`src/rtl/uart_pkg.sv`:
```
// Shared UART definitions: state encoding, data width and baud-divisor derivation.
// Intended to be imported by both uart_tx and a future uart_rx.
package uart_pkg;

  localparam int DATA_W = 8;

  typedef enum logic [2:0] {
    IDLE   = 3'd0,
    START  = 3'd1,
    DATA   = 3'd2,
    PARITY = 3'd3,
    STOP   = 3'd4
  } uart_state_e;

  // Integer divisor; no fractional correction is applied anywhere downstream.
  function automatic int clks_per_bit(input int clk_hz, input int baud);
    return clk_hz / baud;
  endfunction

  function automatic logic parity_of(input logic [DATA_W-1:0] data, input logic odd);
    return (^data) ^ odd;
  endfunction

endpackage

```
`src/rtl/uart_baud_gen.sv`:
```
// Bit-period divider: counts 0..CLKS_PER_BIT-1 and pulses tick on the last count.
// Holding clr keeps the count at zero so the first bit after release is full length.
module uart_baud_gen #(
  parameter int CLKS_PER_BIT = 4
) (
  input  logic clk,
  input  logic rst_n,
  input  logic clr,
  output logic tick
);

  localparam int CNT_W = (CLKS_PER_BIT > 1) ? $clog2(CLKS_PER_BIT) : 1;
  localparam logic [CNT_W-1:0] LAST = CNT_W'(CLKS_PER_BIT - 1);

  logic [CNT_W-1:0] cnt;

  // Bit-period counter, wraps at each bit boundary.
  always_ff @(posedge clk or negedge rst_n) begin
    if (!rst_n) begin
      cnt <= '0;
    end else if (clr || (cnt == LAST)) begin
      cnt <= '0;
    end else begin
      cnt <= cnt + CNT_W'(1);
    end
  end

  assign tick = !clr && (cnt == LAST);

endmodule

```
`src/rtl/uart_tx.sv`:
```
// Byte-to-serial UART transmitter (8N1 by default) with registered tx and is_transmitting.
// Define UART_TX_PARITY_EN to insert a parity bit (8E1/8O1 selected by PARITY_ODD).
module uart_tx
  import uart_pkg::*;
#(
  parameter int CLK_HZ     = 12000000,
  parameter int BAUD       = 9600,
  parameter int STOP_BITS  = 1,
  parameter int PARITY_ODD = 0
) (
  input  logic              clk,
  input  logic              rst_n,
  input  logic              transmit,
  input  logic [DATA_W-1:0] tx_byte,
  output logic              is_transmitting,
  output logic              tx
);

  localparam int         CLKS_PER_BIT = clks_per_bit(CLK_HZ, BAUD);
  localparam logic       LAST_STOP    = (STOP_BITS >= 2) ? 1'b1 : 1'b0;
  localparam logic [2:0] LAST_BIT     = 3'(DATA_W - 1);

  uart_state_e       state;
  logic [DATA_W-1:0] shreg;
  logic [2:0]        bit_idx;
  logic              stop_idx;
  logic              tick;
  logic              baud_clr;
`ifdef UART_TX_PARITY_EN
  logic              par;
`endif

  // Values other than 0/1 for the parity sense have no defined meaning.
  if (PARITY_ODD > 1) begin : g_parity_odd_out_of_range
  end

  assign baud_clr = (state == IDLE);

  uart_baud_gen #(
    .CLKS_PER_BIT(CLKS_PER_BIT)
  ) u_baud (
    .clk  (clk),
    .rst_n(rst_n),
    .clr  (baud_clr),
    .tick (tick)
  );

  // Frame FSM; outputs are registered from the current state, so they trail it by one edge.
  always_ff @(posedge clk or negedge rst_n) begin
    if (!rst_n) begin
      state           <= IDLE;
      shreg           <= '0;
      bit_idx         <= 3'd0;
      stop_idx        <= 1'b0;
      tx              <= 1'b1;
      is_transmitting <= 1'b0;
`ifdef UART_TX_PARITY_EN
      par             <= 1'b0;
`endif
    end else begin
      is_transmitting <= (state != IDLE);
      case (state)
        IDLE: begin
          tx <= 1'b1;
          if (transmit) begin
            shreg    <= tx_byte;
            bit_idx  <= 3'd0;
            stop_idx <= 1'b0;
`ifdef UART_TX_PARITY_EN
            par      <= parity_of(tx_byte, (PARITY_ODD != 0));
`endif
            state    <= START;
          end
        end
        START: begin
          tx <= 1'b0;
          if (tick) begin
            state <= DATA;
          end
        end
        DATA: begin
          tx <= shreg[0];
          if (tick) begin
            shreg <= shreg >> 1;
            if (bit_idx == LAST_BIT) begin
`ifdef UART_TX_PARITY_EN
              state <= PARITY;
`else
              state <= STOP;
`endif
            end else begin
              bit_idx <= bit_idx + 3'd1;
            end
          end
        end
`ifdef UART_TX_PARITY_EN
        PARITY: begin
          tx <= par;
          if (tick) begin
            state <= STOP;
          end
        end
`endif
        STOP: begin
          tx <= 1'b1;
          if (tick) begin
            if (stop_idx == LAST_STOP) begin
              state <= IDLE;
            end else begin
              stop_idx <= 1'b1;
            end
          end
        end
        default: begin
          tx    <= 1'b1;
          state <= IDLE;
        end
      endcase
    end
  end

endmodule

```
`config.mk`:
```
export PLATFORM = sky130hd
export DESIGN_NAME = uart_tx
export DESIGN_NICKNAME = d
export VERILOG_FILES = /design/src/rtl/uart_pkg.sv /design/src/rtl/uart_baud_gen.sv /design/src/rtl/uart_tx.sv
export SDC_FILE = /design/constraint.sdc
export NUM_CORES = 1
export LEC_CHECK = 0
export CAP_MARGIN = 15
export CORE_ASPECT_RATIO = 1.4
export CORE_MARGIN = 5
export CORE_UTILIZATION = 50
export DETAILED_ROUTE_END_ITERATION = 10
export HOLD_SLACK_MARGIN = 0.05
export PLACE_DENSITY = 0.77
export SYNTH_ARGS = -nofsm -noshare
export SYNTH_HDL_FRONTEND = slang
export SYNTH_SLANG_ARGS = --single-unit
```
`constraint.sdc`:
```
create_clock -name clk -period 2.7 [get_ports clk]
set_clock_uncertainty 0.2 [all_clocks]
set_input_delay 0.27 -clock clk [delete_from_list [all_inputs] [get_ports clk]]
set_output_delay 0.27 -clock clk [all_outputs]
set_load 0.05 [all_outputs]
```
==> results.json <==
{
  "wl_per_cell_um": 14.1,
  "status": "complete, no violations",
  "slew_viol_final": 0,
  "synth-async-reset-ratio": 1.00,
  "grt_pass1_vias": 925,
  "synth_area_leaders": "dfrtp_1 49%, mux2_2 12%, xor2_1 5.3%",
  "cp_max_fo": 8,
  "grtUsageTotal": 0.143,
  "worstSetupStartpointType": "register",
  "ys_types": 32,
  "post-cts-setup-buffer-count": 0,
  "synth_nets": 127,
  "yosysTopAreaCellShare": 0.490,
  "fp.dieArea_um2": 3800,
  "setup-violations-final": 0,
  "ios": 13,
  "crit_slowest_cell": "dfrtp_1",
  "drt-total-wl_mm": 2.29,
  "vdd_drop_max_mv": 0.349,
  "worstMarginPinSlew_ns": 0.505,
  "crit_arrival_ns": 2.16,
  "drive_gt1_frac": 0.236,
  "clockRootBuffer": "clkbuf_4",
  "cts_resized": 0,
  "gr-total-overflow": 0,
  "timing.fmax_mhz": 468,
  "drc_errors": 0,
  "slowest_delay_ns": 0.48,
  "clk_pin_slew_ns": 0.14,
  "min_path_type": "input port to async pin",
  "grt_pass1_wl_mm": 4.12,
  "p_leak_nw": 0.647,
  "synth_flop_cell": "dfrtp_1",
  "synth.most_common_cell": "dfrtp_1",
  "start_util": 0.513,
  "crit_type": "register to register",
  "rsz0062_at_grt": "false",
  "grt_max_degree": 28,
  "core_area_um2": 2590,
  "insertion_delay_ns": 0.32,
  "powerDensity_nw_per_um2": 579,
  "rows": 22,
  "cts_tree": "yes",
  "cts_num_sinks": 27,
  "path_cells": "nor4b_2 -> nand4_2 -> o21ai_4 -> mux2_2",
  "p_int_mw": 0.614,
  "gp_congestion": 0.845,
  "area_delta_synth_final_pct": 13.9,
  "dpl.hpwl_mm": 1.68,
  "antenna_found_initial": 0,
  "setup-tns-final_ns": 0,
  "holdBufCountCts": 0,
  "io_buffers": 12,
  "timing.slew.headroom": 0.663,
  "holdWs_ns": 0.0991,
  "cp-end-kind": "register",
  "fillCellCount": 249,
  "p_seq_frac": 0.630,
  "place_inst": 159,
  "seq_area_frac_synth": 0.510,
  "maxCapViolations": 0,
  "p_sw_mw": 0.261,
  "syn_avg_cell_area_um2": 11.9,
  "ant_nets": 0,
  "routed_via_density": 5.38,
  "synth_cells": 112,
  "numCtsBuffers": 3,
  "synth_edf_count": 0,
  "ys_seq_elements": 27,
  "die_h_um": 71.0,
  "stdcell_count": 163,
  "power_frac_comb": 0.175,
  "num_antenna_cells": 0,
  "timing.final.crit_share": 0.792,
  "worstPathRequired_ns": 2.72,
  "syn_area_um2": 1330,
  "die_w_um": 53.6,
  "first_pass_iters": 4,
  "cts_buffer_depth": 2,
  "final_nets": 143,
  "vias": 877,
  "yosysWarnings": 0,
  "hold_viol_final": 0,
  "synthTopCellsByCount": "26 x dfrtp_1, 14 x mux2_2, 14 x nor2_1",
  "synth_top_area_cell": "dfrtp_1",
  "power_frac_clock": 0.195,
  "p_sw_frac": 0.298,
  "fin_crit_ns": 2.14,
  "cts-htree-levels": 1,
  "drt_iter0_drc": 17
}
==> critical path, delay by kind of cell, from the launching register on <==
| kind | cells | cell delay [ns] |
|---|---|---|
| AND/OR/NAND/NOR | 2 | 0.66 |
| flip-flops | 1 | 0.48 |
| multiplexers | 1 | 0.37 |
| AO/OA/AOI/OAI | 1 | 0.33 |
==> routing by layer <==
layer | global-route usage | vias to the layer above | share of wire
met4 | 0.0597 | 0 | 0.0087
met1 | 0.156 | 436 | 0.40
met5 | 0 | - | 0
met3 | 0.0189 | 2 | 0.029
li1 | - | 427 | -
met2 | 0.262 | 12 | 0.56
==> cell type report <==
type / instances / area, um^2 / share of cell area
clock buffers: 3 / 22.5 / 0.0149
clock inverters: 1 / 5.00 / 0.00331
inverters: 4 / 15.0 / 0.00993
multi-input cells: 79 / 619 / 0.410
flip-flops and latches: 27 / 677 / 0.448
well taps: 36 / 45.0 / 0.0298
repair buffers: 13 / 128 / 0.0844
==> cells by family after synthesis <==
kind of cell	after synthesis	share of synthesized area
and+or+nand+nor	40	0.177
DFF	27	0.510
muxes	17	0.141
AOI/OAI and AO/OA	9	0.0509
xor gates and xnor gates	9	0.0594
buffers and inverters	6	0.0236
adders and majority gates	4	0.0377
==> stage by stage <==
step / util / instance area (um^2) / power, mW / setup WS, ns
4_1_cts: 0.584 / 1510 / 0.885 / 0.529
5_1_grt: 0.584 / 1510 / 0.937 / 0.392
6_report: 0.584 / 1510 / 0.875 / 0.562
3_3_place_gp: 0.574 / 1480 / 0.705 / 0.634
3_5_place_dp: 0.574 / 1480 / 0.715 / 0.546
2_1_floorplan: - / 1330 / 0.651 / 0.748
==> registers in the layout, indices dropped and copies added, names as in the netlist <==
register,count
tx,1
u_baud.cnt,11
state,3
is_transmitting,1
bit_idx,3
shreg,8
==> power groups by stage <==
stage	sequential (mW)	clock [mW]	combinational (mW)
finish	0.552	0.171	0.153
global route	0.567	0.193	0.177
CTS	0.553	0.176	0.157
detailed placement	0.561	0	0.154
global placement	0.557	0	0.148
floorplan	0.538	0	0.113
==> cell usage in the layout, fill, tap and decap left out, types with 3 or more instances in the layout <==
master and count:
nand2_1 5, mux2i_1 3, xor2_1 8, nor2_1 14, dfrtp_1 26, mux2_2 14, clkdlybuf4s50_1 12, nand3_1 3
a21oi_1 3, inv_1 4, clkbuf_4 3, nand4_1 4, ha_1 4
==> final timing paths <==
path                               start          to  slack (ns)  depth (start not counted)
min                                rst_n    shreg[5]         0.1                          2
max reg2reg                u_baud.cnt[2]    shreg[1]        0.56                          4
max in group asynchronous          rst_n          tx        1.91                          2
max                        u_baud.cnt[2]    shreg[1]        0.56                          4
min reg2reg                   bit_idx[0]  bit_idx[0]        0.32                          1
min in group clk              bit_idx[0]  bit_idx[0]        0.32                          1
Note: power is estimated with default switching activity, not from simulation.
